$ cat config.mk
export PLATFORM = sky130hd
export DESIGN_NAME = pr_encoder_arb_flat
export DESIGN_NICKNAME = d
export VERILOG_FILES = /design/src/rtl/pr_encoder_arb_pkg.sv /design/src/rtl/pr_encoder_arb_if.sv /design/src/rtl/pr_find_hi.sv /design/src/rtl/pr_encoder_arb.sv /design/src/flat_wrapper.sv
export SDC_FILE = /design/constraint.sdc
export NUM_CORES = 1
export LEC_CHECK = 0
export BUFFER_PORTS_ARGS = -buffer_cell sky130_fd_sc_hd__buf_2
export CAP_MARGIN = 20
export CORE_UTILIZATION = 44
export DETAILED_ROUTE_END_ITERATION = 10
export GPL_ROUTABILITY_DRIVEN = 0
export GPL_TIMING_DRIVEN = 0
export PLACE_DENSITY = 0.85
export SYNTH_ARGS = -nofsm -noshare
export SYNTH_HDL_FRONTEND = slang
export SYNTH_SLANG_ARGS = --single-unit
$ cat constraint.sdc
create_clock -name clk -period 1.7 [get_ports clk]
set_clock_uncertainty 0.2 [all_clocks]
set_input_delay 0.085 -clock clk [delete_from_list [all_inputs] [get_ports clk]]
set_output_delay 0.085 -clock clk [all_outputs]
set_load 0.005 [all_outputs]
$ cat src/rtl/pr_encoder_arb_pkg.sv
// rtl/pr_encoder_arb_pkg.sv - shared definitions for the priority encoder/arbiter family
package pr_enc_pkg;

  localparam int PR_DEF_N   = 8;
  localparam int PR_RST_IDX = 0;

  // Index width for n request lines, never narrower than one bit.
  function automatic int pr_idx_w(input int n);
    int w;
    w = 1;
    while ((1 << w) < n) w++;
    return w;
  endfunction

endpackage

$ cat src/rtl/pr_encoder_arb_if.sv
// rtl/pr_encoder_arb_if.sv - request/grant bus between sources, arbiter and consumer
interface pr_encoder_arb_if
  import pr_enc_pkg::*;
#(
  parameter int N = PR_DEF_N
) ();

  localparam int IDX_W = pr_idx_w(N);

  logic [N-1:0]     req_i;
  logic [IDX_W-1:0] out_idx_o;
  logic             out_vld_o;
  logic             out_rdy_i;
  logic [N-1:0]     pend_o;
  logic             idle_o;

  modport master (
    input  req_i,
    input  out_rdy_i,
    output out_idx_o,
    output out_vld_o,
    output pend_o,
    output idle_o
  );

  modport slave (
    output req_i,
    output out_rdy_i,
    input  out_idx_o,
    input  out_vld_o,
    input  pend_o,
    input  idle_o
  );

endinterface

$ cat src/rtl/pr_find_hi.sv
// rtl/pr_find_hi.sv - highest set bit at or below start, searching downward modulo N
module pr_find_hi #(
  parameter int N     = 8,
  parameter int IDX_W = 3
) (
  input  logic [N-1:0]     vec,
  input  logic [IDX_W-1:0] start,
  output logic [IDX_W-1:0] idx,
  output logic             any
);

  logic [IDX_W-1:0] pos;

  // Walk from farthest to nearest so the position closest to start wins.
  always_comb begin
    idx = '0;
    any = 1'b0;
    pos = '0;
    for (int i = N - 1; i >= 0; i--) begin
      pos = IDX_W'((int'(start) - i + N) % N);
      if (vec[pos]) begin
        idx = pos;
        any = 1'b1;
      end
    end
  end

endmodule

$ cat src/rtl/pr_encoder_arb.sv
// rtl/pr_encoder_arb.sv - registered N-way priority encoder with sticky pending bits
// Optional rotating priority: define PR_ENCODER_ARB_ROUND_ROBIN_EN.
module pr_encoder_arb
  import pr_enc_pkg::*;
#(
  parameter int N = PR_DEF_N
) (
  input  logic               clk,
  input  logic               rst_n,
  pr_encoder_arb_if.master   bus
);

  localparam int IDX_W = pr_idx_w(N);

  logic [N-1:0]     pend_q, pend_d;
  logic [IDX_W-1:0] out_idx_q, out_idx_d;
  logic             out_vld_q, out_vld_d;
  logic [N-1:0]     eff;
  logic             free;
  logic [IDX_W-1:0] start;
  logic [IDX_W-1:0] sel;
  logic             sel_any;

  assign eff  = pend_q | bus.req_i;
  assign free = !out_vld_q || bus.out_rdy_i;

`ifdef PR_ENCODER_ARB_ROUND_ROBIN_EN
  logic [IDX_W-1:0] ptr_q, ptr_d;

  // Search begins just below the last grant, so the last winner drops to lowest priority.
  assign start = (ptr_q == '0) ? IDX_W'(N - 1) : ptr_q - 1'b1;
`else
  assign start = IDX_W'(N - 1);
`endif

  pr_find_hi #(.N(N), .IDX_W(IDX_W)) u_find (
    .vec   (eff),
    .start (start),
    .idx   (sel),
    .any   (sel_any)
  );

  always_comb begin
    pend_d    = eff;
    out_idx_d = out_idx_q;
    out_vld_d = out_vld_q;
`ifdef PR_ENCODER_ARB_ROUND_ROBIN_EN
    ptr_d     = ptr_q;
`endif
    if (free) begin
      if (sel_any) begin
        out_idx_d = sel;
        out_vld_d = 1'b1;
        pend_d    = eff & ~(N'(1) << sel);
`ifdef PR_ENCODER_ARB_ROUND_ROBIN_EN
        ptr_d     = sel;
`endif
      end else begin
        out_vld_d = 1'b0;
        pend_d    = '0;
      end
    end
  end

  always_ff @(posedge clk or negedge rst_n) begin
    if (!rst_n) begin
      pend_q    <= '0;
      out_idx_q <= IDX_W'(PR_RST_IDX);
      out_vld_q <= 1'b0;
`ifdef PR_ENCODER_ARB_ROUND_ROBIN_EN
      ptr_q     <= IDX_W'(N - 1);
`endif
    end else begin
      pend_q    <= pend_d;
      out_idx_q <= out_idx_d;
      out_vld_q <= out_vld_d;
`ifdef PR_ENCODER_ARB_ROUND_ROBIN_EN
      ptr_q     <= ptr_d;
`endif
    end
  end

  assign bus.out_idx_o = out_idx_q;
  assign bus.out_vld_o = out_vld_q;
  assign bus.pend_o    = pend_q;
  assign bus.idle_o    = (pend_q == '0) && !out_vld_q && (bus.req_i == '0);

endmodule

$ cat src/flat_wrapper.sv
// flat-port wrapper written by rule: the top's interface ports become plain ports
module pr_encoder_arb_flat import pr_enc_pkg::*;
#(
  parameter int N = PR_DEF_N
)
  (clk, rst_n, bus_req_i, bus_out_rdy_i, bus_out_idx_o, bus_out_vld_o, bus_pend_o, bus_idle_o);
  pr_encoder_arb_if #(.N(N)) bus_i ();
  input  logic clk;
  input  logic rst_n;
  input wire logic [$bits(bus_i.req_i)-1:0] bus_req_i;
  input wire logic [$bits(bus_i.out_rdy_i)-1:0] bus_out_rdy_i;
  output wire logic [$bits(bus_i.out_idx_o)-1:0] bus_out_idx_o;
  output wire logic [$bits(bus_i.out_vld_o)-1:0] bus_out_vld_o;
  output wire logic [$bits(bus_i.pend_o)-1:0] bus_pend_o;
  output wire logic [$bits(bus_i.idle_o)-1:0] bus_idle_o;
  assign bus_i.req_i = bus_req_i;
  assign bus_i.out_rdy_i = bus_out_rdy_i;
  assign bus_out_idx_o = bus_i.out_idx_o;
  assign bus_out_vld_o = bus_i.out_vld_o;
  assign bus_pend_o = bus_i.pend_o;
  assign bus_idle_o = bus_i.idle_o;
  pr_encoder_arb #(.N(N)) u_core (.clk(clk), .rst_n(rst_n), .bus(bus_i));
endmodule
=== Yosys cells after proc, flatten, opt, wreduce, memory -nomap -nowiden ===
Cells that the tools add are included.

* Flip-flop bits (word level): 12
* ROM bits: 0
* Bits of input ports: 11
* Bits in latches: 0
* Output and inout port bits: 13
* Bits in writable memories: 0
* Memories kept: 0

* Equal/unequal tests: 0
* $lt $le $gt $ge: 0
* Divide/modulo/power cells: 0
* Shifts and indexed selects: 1
* Reductions and logical operators: 7
* Mux-type cells: 18
* $mul: 0
* Add/sub/neg operators: 0
* Bitwise gates (word level): 3

{| class="wikitable"
|+ Operators with widths
! cell !! count
|-
| $mux 3 || 6
|-
| $logic_not 8->1 || 2
|-
| $mux 8 || 2
|-
| $mux 1 || 10
|-
| $and 8x8->8 || 1
|-
| $not 8->8 || 1
|-
| $or 8x8->8 || 1
|-
| $shl 1x3->8 const A || 1
|-
| $logic_and 1x1->1 || 2
|-
| $reduce_and 2->1 || 1
|-
| $logic_not 1->1 || 1
|-
| $logic_or 1x1->1 || 1
|}

=== Depth between registers and ports, before layout ===
Gate-level depths: netlist of the first run.

* Depth after elaboration: 13
* Mapped depth: 4
* Depth with buffers taken out: 4

=== Modules after synthesis ===
From an unflattened synthesis of the first run, not the netlist that was laid out.

* Cells, all modules: 135
* Area, all modules: 1411.4 sq um

{| class="wikitable"
|+ Modules (own cells, without submodules)
! module !! seq. area each (sq um) !! instances !! area an instance (sq um) !! cells each
|-
| pr_find_hi || 0.0 || 1 || 839.6 || 82
|-
| pr_encoder_arb || 300.3 || 1 || 571.8 || 53
|}

=== Least setup slack after synthesis of the first run ===
OpenSTA, ideal clock, no wires.

* Path kind: register to register
* Start: register u_core.pend_q[5], in the netlist u_core.bus.pend_o[5]
* End: register u_core.pend_q[1], in the netlist u_core.bus.pend_o[1]
* Setup slack: 0.213 ns
* Path buffers: 0
* Data arrival time: 1.166 ns
* Stages on the path, launching flop included: 5
* Clock period less this slack: 1.487 ns
* Setup time: 0.121 ns
* Cells stage by stage: dfrtp_1 -> nor4_4 -> and3_1 -> nand2_1 -> o22a_1

* Cells in the longest elaborated chain, start to end: 9
* Elaborated cells on any way between the ends: 12
* Classes of those cells: shift: 1; mux: 8; bitwise: 3

{| class="wikitable"
|+ RTL lines
! what !! RTL line !! RTL
|-
| from (decl) || pr_encoder_arb.sv:15 || <nowiki>logic [N-1:0] pend_q, pend_d;</nowiki>
|-
| from (signal assigned) || pr_encoder_arb.sv:74 || <nowiki>pend_q <= pend_d;</nowiki>
|-
| $or 8x8->8 * || pr_encoder_arb.sv:24 || <nowiki>assign eff = pend_q | bus.req_i;</nowiki>
|-
| $mux 3 (3 in a row) || pr_find_hi.sv:21 || <nowiki>if (vec[pos]) begin</nowiki>
|-
| $shl 1x3->8 || pr_encoder_arb.sv:54 || <nowiki>pend_d = eff & ~(N'(1) << sel);</nowiki>
|-
| $not 8->8 || pr_encoder_arb.sv:54 ||
|-
| $and 8x8->8 || pr_encoder_arb.sv:54 ||
|-
| $mux 8 * || pr_encoder_arb.sv:51 || <nowiki>if (sel_any) begin</nowiki>
|-
| $mux 8 * || pr_encoder_arb.sv:50 || <nowiki>if (free) begin</nowiki>
|-
| named net u_core.pend_d[1] || pr_encoder_arb.sv:15 ||
|}

The timed path passes the listed nets; every way through them passes the cells marked *.
A chain may end at the register's enable or synchronous reset.

=== Worst setup path after layout of the first run ===
* Start: register u_core.pend_q[6], in the netlist u_core.bus.pend_o[6]
* End: output port bus_idle_o

* Cells in the longest elaborated chain, start to end: 3

{| class="wikitable"
|+ RTL lines
! what !! RTL line !! RTL
|-
| $logic_not 8->1 || pr_encoder_arb.sv:86 || <nowiki>assign bus.idle_o = (pend_q == '0) && !out_vld_q && (bus.req_i == '0);</nowiki>
|-
| $logic_and 1x1->1 (2 in a row) || pr_encoder_arb.sv:86 ||
|-
| to (decl) || flat_wrapper.sv:15 || <nowiki>output wire logic [$bits(bus_i.idle_o)-1:0] bus_idle_o;</nowiki>
|}

Every way passes these cells.

==> metrics.yaml, run 1 <==
rows: 12
syn_area_um2: 578
syn2layout_area_growth_pct: 52.6
clockRootBuffer: "clkbuf_4"
netlist_instances: 53
violations: "negative setup slack"
first_pass_iters: 4
r2r-start: "u_core.bus.pend_o[6]$_DFF_PN0_"
synth.distinct_cells: 18
status: "finished, violations left"
io_buffers: 23
period_share_pct: 102
drtAntennaViolNets: 0
fin_crit_ps: 1730
die_y_um: 38.2
cts_num_sinks: 12
wl_per_cell_um: 14.3
ys_seq_area_share_pct: 51.9
holdWs_ps: 15.7
vias_per_cell: 5.64
vias: 604
synthFlopType: "dfrtp_1"
power.leakage_nw: 0.378
drt_iter0_drc: 20
die-area_um2: 1460
finalSetupViolCount: 1
nFillCells: 88
power.total_uw: 617
crit_path_top_delay_cell: "dfrtp_1"
rsz0062_at_grt: "true"
drt_wl_total_um: 1530
postSynth.asyncResetShare_pct: 100
synth_edf_count: 0
crit_path_max_incr_delay_ps: 420
max_slew_margin_pct: 74.8
syn_nets: 64
clk-insertion-delay-late_ps: 270
clock_path_buffers: 2
dp_hpwl_um: 997
setup_tns_ps: -26.4
cp-end-kind: "output pin"
initial_core_util_pct: 50.0
cts.clk_slew.worst_paths_ps: 80
grt_pass1_wl_um: 2260
cts_tree: "built"
setup.worst_path.start: "u_core.bus.pend_o[6]$_DFF_PN0_"
stdcell_count: 107
irDropWorstVdd_uv: 507
power_density_nw_per_um2: 699
io_pins: 24
nets: 105
grt-ovfl-total: 0
crit_fanout: 3
maxSlewViolCount: 0
hp-class: "in2async"
drive_gt1_share_pct: 40.9
fin_ws_ps: -26.4
worst_slew_pin_slew_ps: 379
drc: 0
hold_viol_final: 0
grt_pass1_vias: 506
antenna_found_initial: 0
max_freq_mhz: 579
antennaDiodeCount: 0
place_ws_ps: 74.9
critPathRequiredTime_ps: 1410
die_width_um: 38.2
grt_usage_pct: 23.7
grt_max_degree: 13
cts_buffers: 3
place_inst: 90
avgSynthCellArea_um2: 10.9
startpoint_type: "flop"
worstPathArrival_ps: 1440
h-tree-depth: 1
path_cells: "nor4_4, nand4_2, nor2_1, buf_2"
ys_seq_elements: 12
core_um2: 1160
yosys_warnings: 0
max_cap_viol_count: 0
worstSetupPathType: "reg2out"
-- power breakdown --
group / switching (mW) / total [mW] / internal, mW
Sequential: 0.00946 / 0.306 / 0.296
Clock: 0.103 / 0.233 / 0.130
Combinational: 0.0380 / 0.0782 / 0.0402
Total: 0.151 / 0.617 / 0.466
-- cell usage after synthesis, drive strengths merged (2+ instances only) --
cell / count / area [um2]
a21oi: 4 / 20.0
a22o: 2 / 17.5
a31oi: 2 / 12.5
dfrtp: 12 / 300
nand2: 6 / 22.5
nand2b: 2 / 12.5
nor2: 11 / 41.3
nor4: 4 / 76.3
o21ai: 2 / 10.0
-- cell families after synthesis --
| family | count (synthesis) | share of synthesized area [%] |
|---|---|---|
| buffers and inverters | 1 | 0.649 |
| AO/OA/AOI/OAI | 14 | 16.5 |
| flip-flops | 12 | 51.9 |
| AND/OR/NAND/NOR | 26 | 31.0 |
-- critical path: cells and delay by family (launching register included) --
kind / cells / cell delay (ps)
flops: 1 / 420
buf+inv: 1 / 120
simple gates: 3 / 630
-- layout by cell type (no fill, tap or decap), types with 2 or more instances in the layout --
cell	netlist	routed
buf_2	0	22
nor2_1	11	11
dfrtp_1	12	11
dlygate4sd3_1	0	8
nand2_1	6	6
buf_4	0	5
a21oi_1	4	4
nor4_4	3	4
clkbuf_4	0	3
nand2b_1	2	2
a31oi_1	2	2
o21ai_0	2	2
a22o_1	2	2
-- through the flow --
stage          instance area (um2)  util [%]
6_report                       882      76.3
5_1_grt                        882      76.3
4_1_cts                        883      76.4
3_5_place_dp                   711      61.5
3_3_place_gp                   711      61.5
2_1_floorplan                  578         -
-- repair_timing --
| item | 4_1_cts | 5_1_grt |
|---|---|---|
| buffers inserted | 5 | 0 |
| endpoints found under the hold margin | 20 | 0 |
| pin swaps | 5 | 3 |
| hold buffers | 9 | 0 |
| endpoints found under the setup margin | 1 | 3 |
| resized for setup | 1 | 2 |
-- final cells by class --
class / count / area, um2 / share of cell area (%)
flip-flops and latches: 12 / 302 / 34.2
repair buffers: 36 / 240 / 27.2
plain buffers: 1 / 3.75 / 0.426
multi-input cells: 40 / 283 / 32.1
well taps: 14 / 17.5 / 1.99
clock buffers: 4 / 36.3 / 4.11
-- final timing paths --
check	endpoint	slack, ps	cells past startpoint
setup reg to reg	u_core.bus.pend_o[1]$_DFF_PN0_	30	5
min in group clk	u_core.bus.pend_o[2]$_DFF_PN0_	110	4
hold / removal	u_core.bus.out_idx_o[2]$_DFFE_PN0P_	20	2
setup / recovery	bus_idle_o	-30	4
hold reg to reg	u_core.bus.out_idx_o[2]$_DFFE_PN0P_	300	1
max in group asynchronous	u_core.bus.pend_o[1]$_DFF_PN0_	1050	2
-- sequential cells by signal, summed over array words and instances (netlist names) --
name,flops
u_core.bus.pend_o,8
u_core.bus.out_vld_o,1
u_core.bus.out_idx_o,3
-- per-layer routing --
metal | up-vias | routed length (um) | track usage [%]
met4 | 0 | 8 | 8.04
met5 | - | 0 | 0
met1 | 294 | 582 | 27.4
met2 | 33 | 825 | 42.4
li1 | 275 | - | -
met3 | 2 | 113 | 5.23
(Power assumes the default switching activity.)
==> run 2, diff against run 1 <==
--- a/config.mk
+++ b/config.mk
@@ -8,3 +8,2 @@
 export BUFFER_PORTS_ARGS = -buffer_cell sky130_fd_sc_hd__buf_2
-export CAP_MARGIN = 20
 export CORE_UTILIZATION = 44
@@ -14,2 +13,3 @@
 export PLACE_DENSITY = 0.85
+export SKIP_CTS_REPAIR_TIMING = 1
 export SYNTH_ARGS = -nofsm -noshare
==> constraint.sdc (replaced) <==
create_clock -name clk -period 1.7 [get_ports clk]
set_clock_uncertainty 0.2 [all_clocks]
set_input_delay 0.34 -clock clk [delete_from_list [all_inputs] [get_ports clk]]
set_output_delay 0.34 -clock clk [all_outputs]
set_load 0.005 [all_outputs]
==> metrics.yaml, run 2 (synthesis gave the netlist of run 1 again) <==
nFillCells: 110
rows: 12
cp-end-kind: "output pin"
nets: 94
final_common_cell: "buf_2"
startpoint_type: "flop"
finalSetupViolCount: 1
period_share_pct: 123
grt_pass1_wl_um: 2040
crit_fanout: 5
drtAntennaViolNets: 0
first_pass_iters: 5
rsz0062_at_grt: "true"
io_buffers: 23
power_density_nw_per_um2: 779
grt_max_degree: 13
fin_ws_ps: -395
drt_iter0_drc: 13
drt_wl_total_um: 1310
worstPathArrival_ps: 1560
antenna_found_initial: 0
max_slew_margin_pct: 74.4
core_um2: 1160
cts.clk_slew.worst_paths_ps: 80
drive_gt1_share_pct: 41.5
fin_area_um2: 773
place_area_um2: 711
grt_pass1_vias: 456
clock_path_buffers: 2
vias: 537
dp_hpwl_um: 997
hold_viol_final: 0
place_ws_ps: -153
max_cap_viol_count: 0
rrSetupSlack_ps: 20
max_freq_mhz: 477
power.leakage_nw: 0.322
grt-ovfl-total: 0
largest_register_ffs: 8
cts_num_sinks: 12
initial_core_util_pct: 50.0
place_inst: 90
stdcell_count: 96
cts_buffers: 3
worst_slew_pin_slew_ps: 382
syn2layout_area_growth_pct: 33.8
status: "finished, violations left"
fin_crit_ps: 2100
cts_tree: "built"
antennaDiodeCount: 0
die-area_um2: 1460
violations: "negative setup slack"
die_width_um: 38.2
die_y_um: 38.2
critPathRequiredTime_ps: 1160
worstSetupPathType: "reg2out"
hp-class: "in2reg"
wl_per_cell_um: 13.6
drc: 0
vias_per_cell: 5.59
irDropWorstVdd_uv: 523
mostFrequentLayoutCells: "buf_2, dfrtp_1, nor2_1"
h-tree-depth: 1
clockRootBuffer: "clkbuf_4"
grt_usage_pct: 20.8
maxSlewViolCount: 0
io_pins: 24
clk-insertion-delay-late_ps: 280
## run 2: cell types whose count changed in the layout (fill, tap and decap cells not counted)
cell	before	now
dfrtp_2	1	0
buf_4	5	1
buf_2	22	23
dlygate4sd3_1	8	1
dfrtp_1	11	12
dlymetal6s4s_1	1	0
## run 2: layout make-up
type,count,area [um2],share of cell area [%]
Tap cell,14,17.5,2.27
Sequential cell,12,300,38.8
Multi-Input combinational cell,40,283,36.6
Timing Repair Buffer,25,133,17.2
Buffer,1,3.75,0.485
Clock buffer,4,36.3,4.69
## run 2: metal layers
metal / share of wire, % / routed length, um / vias up / GRT usage, %
met3: 7.0 / 91 / 6 / 5.23
li1: - / - / 253 / -
met5: 0 / 0 / - / 0
met1: 37 / 490 / 254 / 25.6
met2: 53 / 692 / 24 / 34.7
met4: 2.5 / 33 / 0 / 8.04
## run 2: final timing paths
path	startpoint	end	cells past startpoint
hold reg to reg	u_core.bus.out_idx_o[2]$_DFFE_PN0P_	u_core.bus.out_idx_o[2]$_DFFE_PN0P_	1
min in group asynchronous	rst_n	u_core.bus.out_idx_o[2]$_DFFE_PN0P_	2
hold / removal	bus_req_i[1]	u_core.bus.pend_o[1]$_DFF_PN0_	2
setup reg to reg	u_core.bus.pend_o[4]$_DFF_PN0_	u_core.bus.pend_o[1]$_DFF_PN0_	5
setup / recovery	u_core.bus.pend_o[6]$_DFF_PN0_	bus_idle_o	4
max in group asynchronous	rst_n	u_core.bus.pend_o[5]$_DFF_PN0_	2
## run 2: where the power goes
group | internal [mW] | switching (mW)
registers | 0.296 | 0.00948
logic | 0.0272 | 0.0346
clock network | 0.130 | 0.105
total | 0.454 | 0.149
## run 2: worst max-delay path: stages (launching register included)
cell,delay [ps]
dfrtp_1,420
nor4_4,370
nand4_2,220
nor2_1,140
buf_2,130
## run 2: stage by stage
stage | hold WS (ps) | setup TNS (ps) | power [mW] | util (%)
floorplan | -156 | 0 | 0.331 | -
global placement | 28.3 | -97.7 | 0.368 | 61.5
detailed placement | 33.9 | -153 | 0.371 | 61.5
CTS | -269 | -425 | 0.599 | 64.6
global route | 185 | -514 | 0.620 | 66.9
finish | 175 | -395 | 0.603 | 66.9
